$ cat src/rtl/rand_pos_spread_pkg.sv
// Shared types and helpers for the random position spreader.
// Holds the FSM encoding, LFSR constants, and the squared-distance helper.
package rand_pos_spread_pkg;

    typedef enum logic [2:0] {
        ST_IDLE   = 3'd0,
        ST_DRAW   = 3'd1,
        ST_EXCL   = 3'd2,
        ST_CHECK  = 3'd3,
        ST_REJECT = 3'd4,
        ST_ACCEPT = 3'd5,
        ST_DONE   = 3'd6
    } state_t;

    // Fibonacci taps 16,14,13,11 -> bit positions 15,13,12,10
    localparam logic [15:0] LFSR_TAPS  = 16'hB400;
    localparam logic [15:0] SEED_X_RST = 16'hACE1;
    localparam logic [15:0] SEED_Y_RST = 16'h1926;
    localparam logic [15:0] SEED_Y_MIX = 16'hA5A5;

    // Widest coordinate delta the distance helper accepts
    localparam int DW = 16;

    function automatic logic [15:0] lfsr_next(input logic [15:0] r);
        return {r[14:0], ^(r & LFSR_TAPS)};
    endfunction

    // An all-zero LFSR would lock up, so it is nudged to 1
    function automatic logic [15:0] seed_fix(input logic [15:0] s);
        return (s == 16'h0000) ? 16'h0001 : s;
    endfunction

    function automatic logic [2*DW:0] dist_sq(input logic [DW-1:0] dx,
                                              input logic [DW-1:0] dy);
        logic [2*DW:0] ex;
        logic [2*DW:0] ey;
        ex = {{(DW+1){1'b0}}, dx};
        ey = {{(DW+1){1'b0}}, dy};
        return ex * ex + ey * ey;
    endfunction

endpackage

$ cat src/rtl/rand_pos_spread_pos_dist_check.sv
// Purpose: flags two points closer than a threshold (squared Euclidean compare).
// Latency: 1 cycle, result registered.
// Backpressure: none, evaluates a new operand pair every cycle.
module pos_dist_check
    import rand_pos_spread_pkg::*;
#(
    parameter int CW = 10
) (
    input  logic          i_clk,
    input  logic          i_rst,
    input  logic [CW-1:0] a_x,
    input  logic [CW-1:0] a_y,
    input  logic [CW-1:0] b_x,
    input  logic [CW-1:0] b_y,
    input  logic [CW-1:0] thr,
    output logic          conflict
);

    logic [CW-1:0] dx;
    logic [CW-1:0] dy;
    logic [2*DW:0] d_sq;
    logic [2*DW:0] t_sq;

    always_comb begin
        dx   = (a_x >= b_x) ? (a_x - b_x) : (b_x - a_x);
        dy   = (a_y >= b_y) ? (a_y - b_y) : (b_y - a_y);
        d_sq = dist_sq(DW'(dx), DW'(dy));
        t_sq = dist_sq(DW'(thr), '0);
    end

    always_ff @(posedge i_clk) begin
        if (i_rst) begin
            conflict <= 1'b0;
        end else begin
            conflict <= (d_sq < t_sq);
        end
    end

endmodule

$ cat src/rtl/rand_pos_spread.sv
// Purpose: draws up to MAX_NUM spaced random positions avoiding a keep-out point.
// Latency: first slot accepted 4 cycles after start; slot k costs at least 3+k cycles.
// Backpressure: start is ignored while busy; lists only change while busy.
module rand_pos_spread
    import rand_pos_spread_pkg::*;
#(
    parameter int MAX_NUM   = 9,
    parameter int CW        = 10,
    parameter int X_RANGE   = 320,
    parameter int Y_RANGE   = 180,
    parameter int MARGIN    = 16,
    parameter int MIN_DIST  = 32,
    parameter int EXCL_DIST = 48,
    parameter int MAX_TRIES = 255
) (
    input  logic                  i_clk,
    input  logic                  i_rst,
    input  logic                  i_start,
    input  logic [15:0]           i_seed,
    input  logic [3:0]            i_count,
    input  logic [CW-1:0]         i_excl_x,
    input  logic [CW-1:0]         i_excl_y,
    output logic                  o_busy,
    output logic                  o_done,
    output logic                  o_fail,
    output logic [3:0]            o_valid_cnt,
    output logic [MAX_NUM*CW-1:0] o_list_x,
    output logic [MAX_NUM*CW-1:0] o_list_y
);

    localparam int X_SPAN = X_RANGE - 2 * MARGIN;
    localparam int Y_SPAN = Y_RANGE - 2 * MARGIN;

    state_t        state;
    logic [15:0]   lfsr_x;
    logic [15:0]   lfsr_y;
    logic [3:0]    count_q;
    logic [3:0]    count_clamp;
    logic [3:0]    idx;
    logic [3:0]    chk_sel;
    logic [7:0]    tries;
    logic [8:0]    tries_inc;
    logic [CW-1:0] excl_x_q;
    logic [CW-1:0] excl_y_q;
    logic [CW-1:0] cand_x;
    logic [CW-1:0] cand_y;
    logic [CW-1:0] cand_x_d;
    logic [CW-1:0] cand_y_d;
    logic [31:0]   prod_x;
    logic [31:0]   prod_y;
    logic [CW-1:0] list_x [MAX_NUM];
    logic [CW-1:0] list_y [MAX_NUM];

    logic [CW-1:0] chk_ax;
    logic [CW-1:0] chk_ay;
    logic [CW-1:0] chk_bx;
    logic [CW-1:0] chk_by;
    logic [CW-1:0] chk_thr;
    logic          chk_conflict;

    // Full-width product keeps r*SPAN>>16 strictly below SPAN
    always_comb begin
        prod_x      = 32'(lfsr_x) * 32'(X_SPAN);
        prod_y      = 32'(lfsr_y) * 32'(Y_SPAN);
        cand_x_d    = CW'(32'(MARGIN) + (prod_x >> 16));
        cand_y_d    = CW'(32'(MARGIN) + (prod_y >> 16));
        count_clamp = (i_count > 4'(MAX_NUM)) ? 4'(MAX_NUM) : i_count;
        tries_inc   = {1'b0, tries} + 9'd1;
    end

    // The checker result lands one state later: DRAW feeds the keep-out test
    // read in EXCL, EXCL feeds entry 0, and CHECK at idx feeds entry idx+1.
    always_comb begin
        chk_sel = (state == ST_EXCL) ? 4'd0 : (idx + 4'd1);
        if (state == ST_DRAW) begin
            chk_ax  = cand_x_d;
            chk_ay  = cand_y_d;
            chk_bx  = excl_x_q;
            chk_by  = excl_y_q;
            chk_thr = CW'(EXCL_DIST);
        end else begin
            chk_ax  = cand_x;
            chk_ay  = cand_y;
            chk_bx  = (chk_sel < 4'(MAX_NUM)) ? list_x[chk_sel] : '0;
            chk_by  = (chk_sel < 4'(MAX_NUM)) ? list_y[chk_sel] : '0;
            chk_thr = CW'(MIN_DIST);
        end
    end

    pos_dist_check #(
        .CW (CW)
    ) u_dist (
        .i_clk    (i_clk),
        .i_rst    (i_rst),
        .a_x      (chk_ax),
        .a_y      (chk_ay),
        .b_x      (chk_bx),
        .b_y      (chk_by),
        .thr      (chk_thr),
        .conflict (chk_conflict)
    );

    always_ff @(posedge i_clk) begin
        if (i_rst) begin
            state       <= ST_IDLE;
            lfsr_x      <= SEED_X_RST;
            lfsr_y      <= SEED_Y_RST;
            count_q     <= '0;
            idx         <= '0;
            tries       <= '0;
            excl_x_q    <= '0;
            excl_y_q    <= '0;
            cand_x      <= '0;
            cand_y      <= '0;
            o_busy      <= 1'b0;
            o_done      <= 1'b0;
            o_fail      <= 1'b0;
            o_valid_cnt <= '0;
            for (int k = 0; k < MAX_NUM; k++) begin
                list_x[k] <= '0;
                list_y[k] <= '0;
            end
        end else begin
            lfsr_x <= lfsr_next(lfsr_x);
            lfsr_y <= lfsr_next(lfsr_y);
            o_done <= 1'b0;
            case (state)
                ST_IDLE: begin
                    if (i_start) begin
                        lfsr_x      <= seed_fix(i_seed);
                        lfsr_y      <= seed_fix(i_seed ^ SEED_Y_MIX);
                        count_q     <= count_clamp;
                        excl_x_q    <= i_excl_x;
                        excl_y_q    <= i_excl_y;
                        tries       <= '0;
                        o_fail      <= 1'b0;
                        o_valid_cnt <= '0;
                        o_busy      <= 1'b1;
                        for (int k = 0; k < MAX_NUM; k++) begin
                            list_x[k] <= '0;
                            list_y[k] <= '0;
                        end
                        state <= (count_clamp == 4'd0) ? ST_DONE : ST_DRAW;
                    end
                end
                ST_DRAW: begin
                    cand_x <= cand_x_d;
                    cand_y <= cand_y_d;
                    idx    <= '0;
                    state  <= ST_EXCL;
                end
                ST_EXCL: begin
                    state <= chk_conflict ? ST_REJECT : ST_CHECK;
                end
                ST_CHECK: begin
                    if (idx == o_valid_cnt) begin
                        state <= ST_ACCEPT;
                    end else if (chk_conflict) begin
                        state <= ST_REJECT;
                    end else begin
                        idx <= idx + 4'd1;
                    end
                end
                ST_REJECT: begin
                    tries <= tries_inc[7:0];
                    if (tries_inc == 9'(MAX_TRIES)) begin
                        o_fail <= 1'b1;
                        state  <= ST_DONE;
                    end else begin
                        state <= ST_DRAW;
                    end
                end
                ST_ACCEPT: begin
                    list_x[o_valid_cnt] <= cand_x;
                    list_y[o_valid_cnt] <= cand_y;
                    o_valid_cnt         <= o_valid_cnt + 4'd1;
                    tries               <= '0;
                    state <= ((o_valid_cnt + 4'd1) == count_q) ? ST_DONE : ST_DRAW;
                end
                ST_DONE: begin
                    o_done <= 1'b1;
                    o_busy <= 1'b0;
                    state  <= ST_IDLE;
                end
                default: state <= ST_IDLE;
            endcase
        end
    end

    for (genvar k = 0; k < MAX_NUM; k++) begin : g_flat
        assign o_list_x[k*CW +: CW] = list_x[k];
        assign o_list_y[k*CW +: CW] = list_y[k];
    end

endmodule

$ cat config.mk
export PLATFORM = sky130hd
export DESIGN_NAME = rand_pos_spread
export DESIGN_NICKNAME = d
export VERILOG_FILES = /design/src/rtl/rand_pos_spread_pkg.sv /design/src/rtl/rand_pos_spread_pos_dist_check.sv /design/src/rtl/rand_pos_spread.sv
export SDC_FILE = /design/constraint.sdc
export NUM_CORES = 1
export LEC_CHECK = 0
export BUFFER_PORTS_ARGS = -buffer_cell sky130_fd_sc_hd__buf_4
export CAP_MARGIN = 20
export CELL_PAD_IN_SITES_DETAIL_PLACEMENT = 1
export CELL_PAD_IN_SITES_GLOBAL_PLACEMENT = 1
export CORE_ASPECT_RATIO = 0.6
export CORE_MARGIN = 3
export CORE_UTILIZATION = 40
export CTS_BUF_LIST = sky130_fd_sc_hd__clkbuf_4 sky130_fd_sc_hd__clkbuf_8
export CTS_CLUSTER_SIZE = 16
export DETAILED_ROUTE_END_ITERATION = 8
export GPL_TIMING_DRIVEN = 1
export PLACE_DENSITY = 0.71
export SYNTH_ARGS = -nofsm -noshare
export SYNTH_HDL_FRONTEND = slang
export SYNTH_HIERARCHICAL = 1
export SYNTH_SLANG_ARGS = --single-unit
$ cat constraint.sdc
create_clock -name i_clk -period 27.1 [get_ports i_clk]
set_input_delay 4.065 -clock i_clk [delete_from_list [all_inputs] [get_ports i_clk]]
set_output_delay 4.065 -clock i_clk [all_outputs]
set_load 0.02 [all_outputs]
# Word-level counts from Yosys, hierarchy flattened
# Memories as Yosys holds them, arrays and structs flattened.
# Cells that the tools add are included.
[classes]
n_eq_ne = 14
n_mux = 71
n_lt_le_gt_ge = 5
mul = 5
reduce_logical = 20
addsub = 10
bitwise_logic = 19
[op_table]
columns = ["op", "n"]
rows = [
  ["two-way mux 10 bit", 28],
  ["two-way mux 16 bit", 6],
  ["multiplier 10 x 10 -> 20 bit", 2],
  ["subtractor 10 bit", 4],
  ["less-than comparator 33 x 20 -> 1 bit", 1],
  ["zero test 16 bit", 2],
  ["XOR reduction 16 bit", 2],
  ["two-way mux 4 bit", 7],
  ["one-hot mux 8 bit (3 select lines)", 1],
  ["multiplier 16 x 6 -> 22 bit, second input constant", 1],
  ["adder 20 x 20 -> 21 bit", 1],
  ["two-way mux 3 bit", 7],
  [">= comparator 10 bit", 2],
  ["multiplier 16 x 4 -> 20 bit, second input constant", 1],
  ["OR reduction 10 bit", 2],
  ["bitwise OR 1 bit", 18],
  ["one-hot mux 3 bit (6 select lines)", 1],
  ["one-hot mux 4 bit (2 select lines)", 2],
  ["two-way mux 1 bit", 15],
  ["multiplier 6 x 6 -> 12 bit", 1],
  ["adder 5 x 9 -> 10 bit, first input constant", 1],
  ["AND reduction 2 bit", 5],
  ["adder 5 x 8 -> 9 bit, first input constant", 1],
  ["adder 8 x 1 -> 9 bit, second input constant", 1],
  ["other kinds (19)", 32],
]
[totals]
in_bits = 43
n_memories = 2
word_cells = 161
mem_bits_rw = 180
output_inout_bits = 187
register_bits = 99
[memory_table]
columns = ["memory", "depth", "word_bits", "read_ports", "rd_ports_with_merged_regs", "write_ports", "line", "text"]
rows = [
  ["list_x", 9, 10, 10, 0, 9, "rand_pos_spread.sv:51", "logic [CW-1:0] list_x [MAX_NUM];"],
  ["list_y", 9, 10, 10, 0, 9, "rand_pos_spread.sv:52", "logic [CW-1:0] list_y [MAX_NUM];"],
]

# Logic depth before layout (Yosys ltp)
[depth]
word_depth = 10
ltp_mapped = 53
mapped_depth_nobuf = 52

# Hierarchy
# Netlist, hierarchy kept.
[by_module_without_submodules]
columns = ["mod", "area_per_inst_um2", "cells_per_inst", "n_inst", "seq_area_each_um2"]
rows = [
  ["rand_pos_spread", 14408.8, 1433, 1, 7367.1],
  ["pos_dist_check", 10317.4, 1185, 1, 20.0],
]

# Worst setup path after synthesis
# Ideal clock, no wire load.
[synth_path]
path_type = "reg-to-reg"
start = "register lfsr_y[12]"
end = "register u_dist.conflict"
setup_ps = 115
slack_ps = 15014
path_buffers = 3
t_arrival_ps = 11971
synth_period_minus_slack_ps = 12086
stages_incl_launch_ff = 48
t_required_ps = 26985
cell_sequence = "dfxtp_1 > ha_1 > ha_1 > inv_1 > fa_1 > inv_1 > ha_1 > a21o_1 > nand2b_1 > or4_4 > and3b_1 > a211oi_2 > ha_1 > xor2_1 > a21oi_1 > inv_1 > ha_1 > clkbuf_1 > [... 12 more ...] > fa_1 > fa_1 > fa_1 > fa_1 > inv_1 > fa_1 > inv_1 > ha_1 > a2111o_1 > o21bai_1 > a31oi_1 > o21bai_1 > a2111o_1 > a2111o_1 > nand3_1 > ha_1 > a211o_1 > a2111oi_0"
[synth_between]
elab_chain_len = 8
word_cells_on_any_way = 10
cone_classes = "4 x add/sub; 2 x mul; 2 x order compare; 2 x mux"
[synth_lines]
columns = ["item", "line", "text"]
rows = [
  ["start: declaration", "rand_pos_spread.sv:36", "logic [15:0] lfsr_y;"],
  ["start signal: assignment", "rand_pos_spread.sv:125", "lfsr_y <= lfsr_next(lfsr_y);"],
  ["start signal: assignment", "rand_pos_spread.sv:131", "lfsr_y <= seed_fix(i_seed ^ SEED_Y_MIX);"],
  ["multiplier 16 x 6 -> 22 bit (*)", "rand_pos_spread.sv:64", "prod_y = 32'(lfsr_y) * 32'(Y_SPAN);"],
  ["adder 5 x 8 -> 9 bit (*)", "rand_pos_spread.sv:66", "cand_y_d = CW'(32'(MARGIN) + (prod_y >> 16));"],
  ["two-way mux 10 bit (*)", "-", ""],
  ["net chk_ay[6]", "rand_pos_spread.sv:55", "logic [CW-1:0] chk_ay;"],
  ["subtractor 10 bit or >= comparator 10 bit (tied branches)", "rand_pos_spread_pos_dist_check.sv:26", "dy = (a_y >= b_y) ? (a_y - b_y) : (b_y - a_y);"],
  ["two-way mux 10 bit (*)", "rand_pos_spread_pos_dist_check.sv:26", ""],
  ["multiplier 10 x 10 -> 20 bit (*)", "rand_pos_spread_pkg.sv:39", "return ex * ex + ey * ey;"],
  ["adder 20 x 20 -> 21 bit (*)", "rand_pos_spread_pkg.sv:39", ""],
  ["less-than comparator 33 x 20 -> 1 bit (*)", "rand_pos_spread_pos_dist_check.sv:35", "conflict <= (d_sq < t_sq);"],
  ["end signal: assignment", "rand_pos_spread_pos_dist_check.sv:35", ""],
  ["end: declaration", "rand_pos_spread_pos_dist_check.sv:16", "output logic conflict"],
]
# Mark *: on every way through the listed nets, which the timed path passes. The rest lies on a longest branch.
# A chain may end at the register's enable or synchronous reset.

# Final worst setup path
[layout_path]
start = "register lfsr_y[7]"
end = "register u_dist.conflict"
# Same word-level chain as after synthesis.

==> results.md <==
- Run status: finished, final reports clean
- DRT antenna net count: 0
- Most used cell, CP: fa_1
- R2R cell count: 44
- Wirelength per Cell: 22.4 um
- Routed wl met3: 6970 um
- Vias: 20,100
- Port Buffers: 229
- Clk_skew: 0.0676 ns
- Post-synth top cells: inv_1, ha_1, and2_1
- Hold depth: 2
- Initial antenna violation count: 3
- CTS tree: built
- RSZ-0062 raised after global routing: false
- Relative slew margins: 0.254
- FMAX: 70.4 MHz
- Seq/Total Area, Yosys: 0.299
- Stages on worst setup path: 44
- Placer Congestion: 0.873
- Crit path max fanout: 14
- WL final: 83,200 um
- Tightest Pin Transition: 1.11 ns
- Clk root buf: clkbuf_8
- Largest area contributor in the netlist: edfxtp_1
- CP Data Arrival Time: 14.68 ns
- Count leader, synth: inv_1
- CTS Buffer Depth: 3
- Max stage delay on crit path: 0.82 ns
- Worst skew pair latency: 0.63 ns
- Die area: 64,900 um2
- Final Max Tran Viols: 0
- Top cell family by delay on the critical path: adder cells
- Hold buffers post-CTS: 0
- FFs w/ async S/R, synth: 0
- Max_cap viols: 0
- Cells after Synth: 2,618
- Synth top area share: 0.219
- H-tree depth: 2
- Layout Nets: 3,363
- Netlist Area Pre-Place: 24,700 um2
- Fin crit period: 14.21 ns
- CP max stage cell: xnor2_1
- Gr ovfl total: 0
- Share of layout cells above drive strength 1: 0.146
- Routed vias/inst: 5.41
- Number of flops mapped to enable cells by yosys: 180
- Num ports: 230
- Setup Crit Path Kind: reg2reg
- Fin crit share: 0.524
- Residual DRC: 0
- CTS-repair resized insts: 0
- Critical Path RT: 27.57 ns
- Buf+Inv Stages, Crit Path: 6
- Site row count: 69
- Tot GR Track Use: 0.256
- Yosys warning count: 6
- Startpoint types: flip-flop
- Die H: 199 um
- CTS buffer count: 46
- Detail Placement HPWL: 66,300 um
- First-pass GRT wire length: 129,000 um
- Post-synthesis register bit count: 279
- Final Hold Vio Count: 0
- Synth top area cells: edfxtp_1, fa_1, ha_1
- Area Overhead vs Synth: 15.4%
- HP Class: reg2reg
- Clk sinks: 279
- Top layer in use: met5
- Setup Viol. Count Final: 0
- Setup TNS: 0 ns
- Largest net degree at the start of global routing: 82
- Initial drt markers: 1,505
- Met2 routed WL: 34,700 um
- Vias in the first global route: 21,300
- Most used DFF post-synth: edfxtp_1
- Die width: 327 um
- Crit. End Element: flip-flop
- Post-synthesis cell type count: 82
- Initial Util: 0.411
- Mean post-synth cell area: 9.44 um2
- CTS clk-pin slew, worst paths: 0.10 ns
- Pre-Repair DR Iteration Count: 5
- Total core area: 60,200 um2
- Post CTS Setup Buffer Count: 0
- WL met1: 40,400 um
logic make-up after synthesis:
group	share of synthesized area
AO/OA/AOI/OAI	0.121
XOR/XNOR	0.0346
adder cells (fa/ha/maj)	0.290
buffers and inverters	0.0713
flip-flops	0.299
multiplexers	0.0101
other	0.000304
AND/OR/NAND/NOR	0.174
state kept, by name, indices dropped and copies added, names as in the netlist:
register         flops
idx                  4
o_fail               1
excl_x_q            10
list_y              90
state                3
count_q              4
lfsr_y              16
lfsr_x              16
o_done               1
o_busy               1
list_x              90
excl_y_q            10
cand_x              10
u_dist/conflict      1
o_valid_cnt          4
tries                8
cand_y              10
worst paths after layout:
kind | slack, ns | from | end
setup / recovery | 12.89 | lfsr_y[7] | u_dist/conflict
hold / removal | 0.46 | excl_y_q[7] | excl_y_q[7]
setup reg to reg | 12.89 | lfsr_y[7] | u_dist/conflict
hold reg to reg | 0.46 | excl_y_q[7] | excl_y_q[7]
tightest hold or removal path: stages, from the launching register on:
cell and delay (ns):
dfxtp_1 0.31, nand2_1 0.05, a21oi_1 0.05
placed cells by master, fill, tap and decap left out, drive strengths merged, types with 29 or more instances in the layout:
cell type	n
a211oi	30
a21oi	123
a31oi	54
and2	241
buf	270
clkbuf	70
conb	46
dfxtp	99
edfxtp	180
fa	192
ha	266
inv	343
nand2	218
nand2b	37
nand3	41
nor2	190
nor2b	29
o21ai	65
o221ai	42
xnor2	56
xor2	39
cell type report:
| class | instances | area, um2 |
|---|---|---|
| fillers | 6884 | 31600 |
| multi-input cells | 1923 | 15800 |
| flip-flops and latches | 279 | 7390 |
| repair buffers | 270 | 2060 |
| inverters | 342 | 1280 |
| well taps | 816 | 1020 |
| clock buffers | 70 | 851 |
| clock inverters | 14 | 90.1 |
| diodes | 1 | 2.50 |
per-layer routing:
| metal | track usage | up-vias |
|---|---|---|
| li1 | - | 9232 |
| met1 | 0.378 | 10200 |
| met2 | 0.383 | 614 |
| met3 | 0.0679 | 92 |
| met4 | 0.0383 | 2 |
| met5 | 0 | - |
through the flow:
stage / std cells / setup WS (ns) / hold WS (ns) / util / instance area [um2]
finish: 3715 / 12.89 / 0.462 / 0.474 / 28500
global route: 3714 / 12.03 / 0.483 / 0.474 / 28500
CTS: 3712 / 12.96 / 0.463 / 0.474 / 28500
detailed placement: 3628 / 12.99 / 0.455 / 0.458 / 27600
global placement: 3626 / 13.54 / 0.451 / 0.457 / 27500
floorplan: 2662 / 15.01 / 0.428 / - / 24900
Power is not shown: default switching activity piles up to over one toggle a cycle in this logic, so the estimate is an artifact.
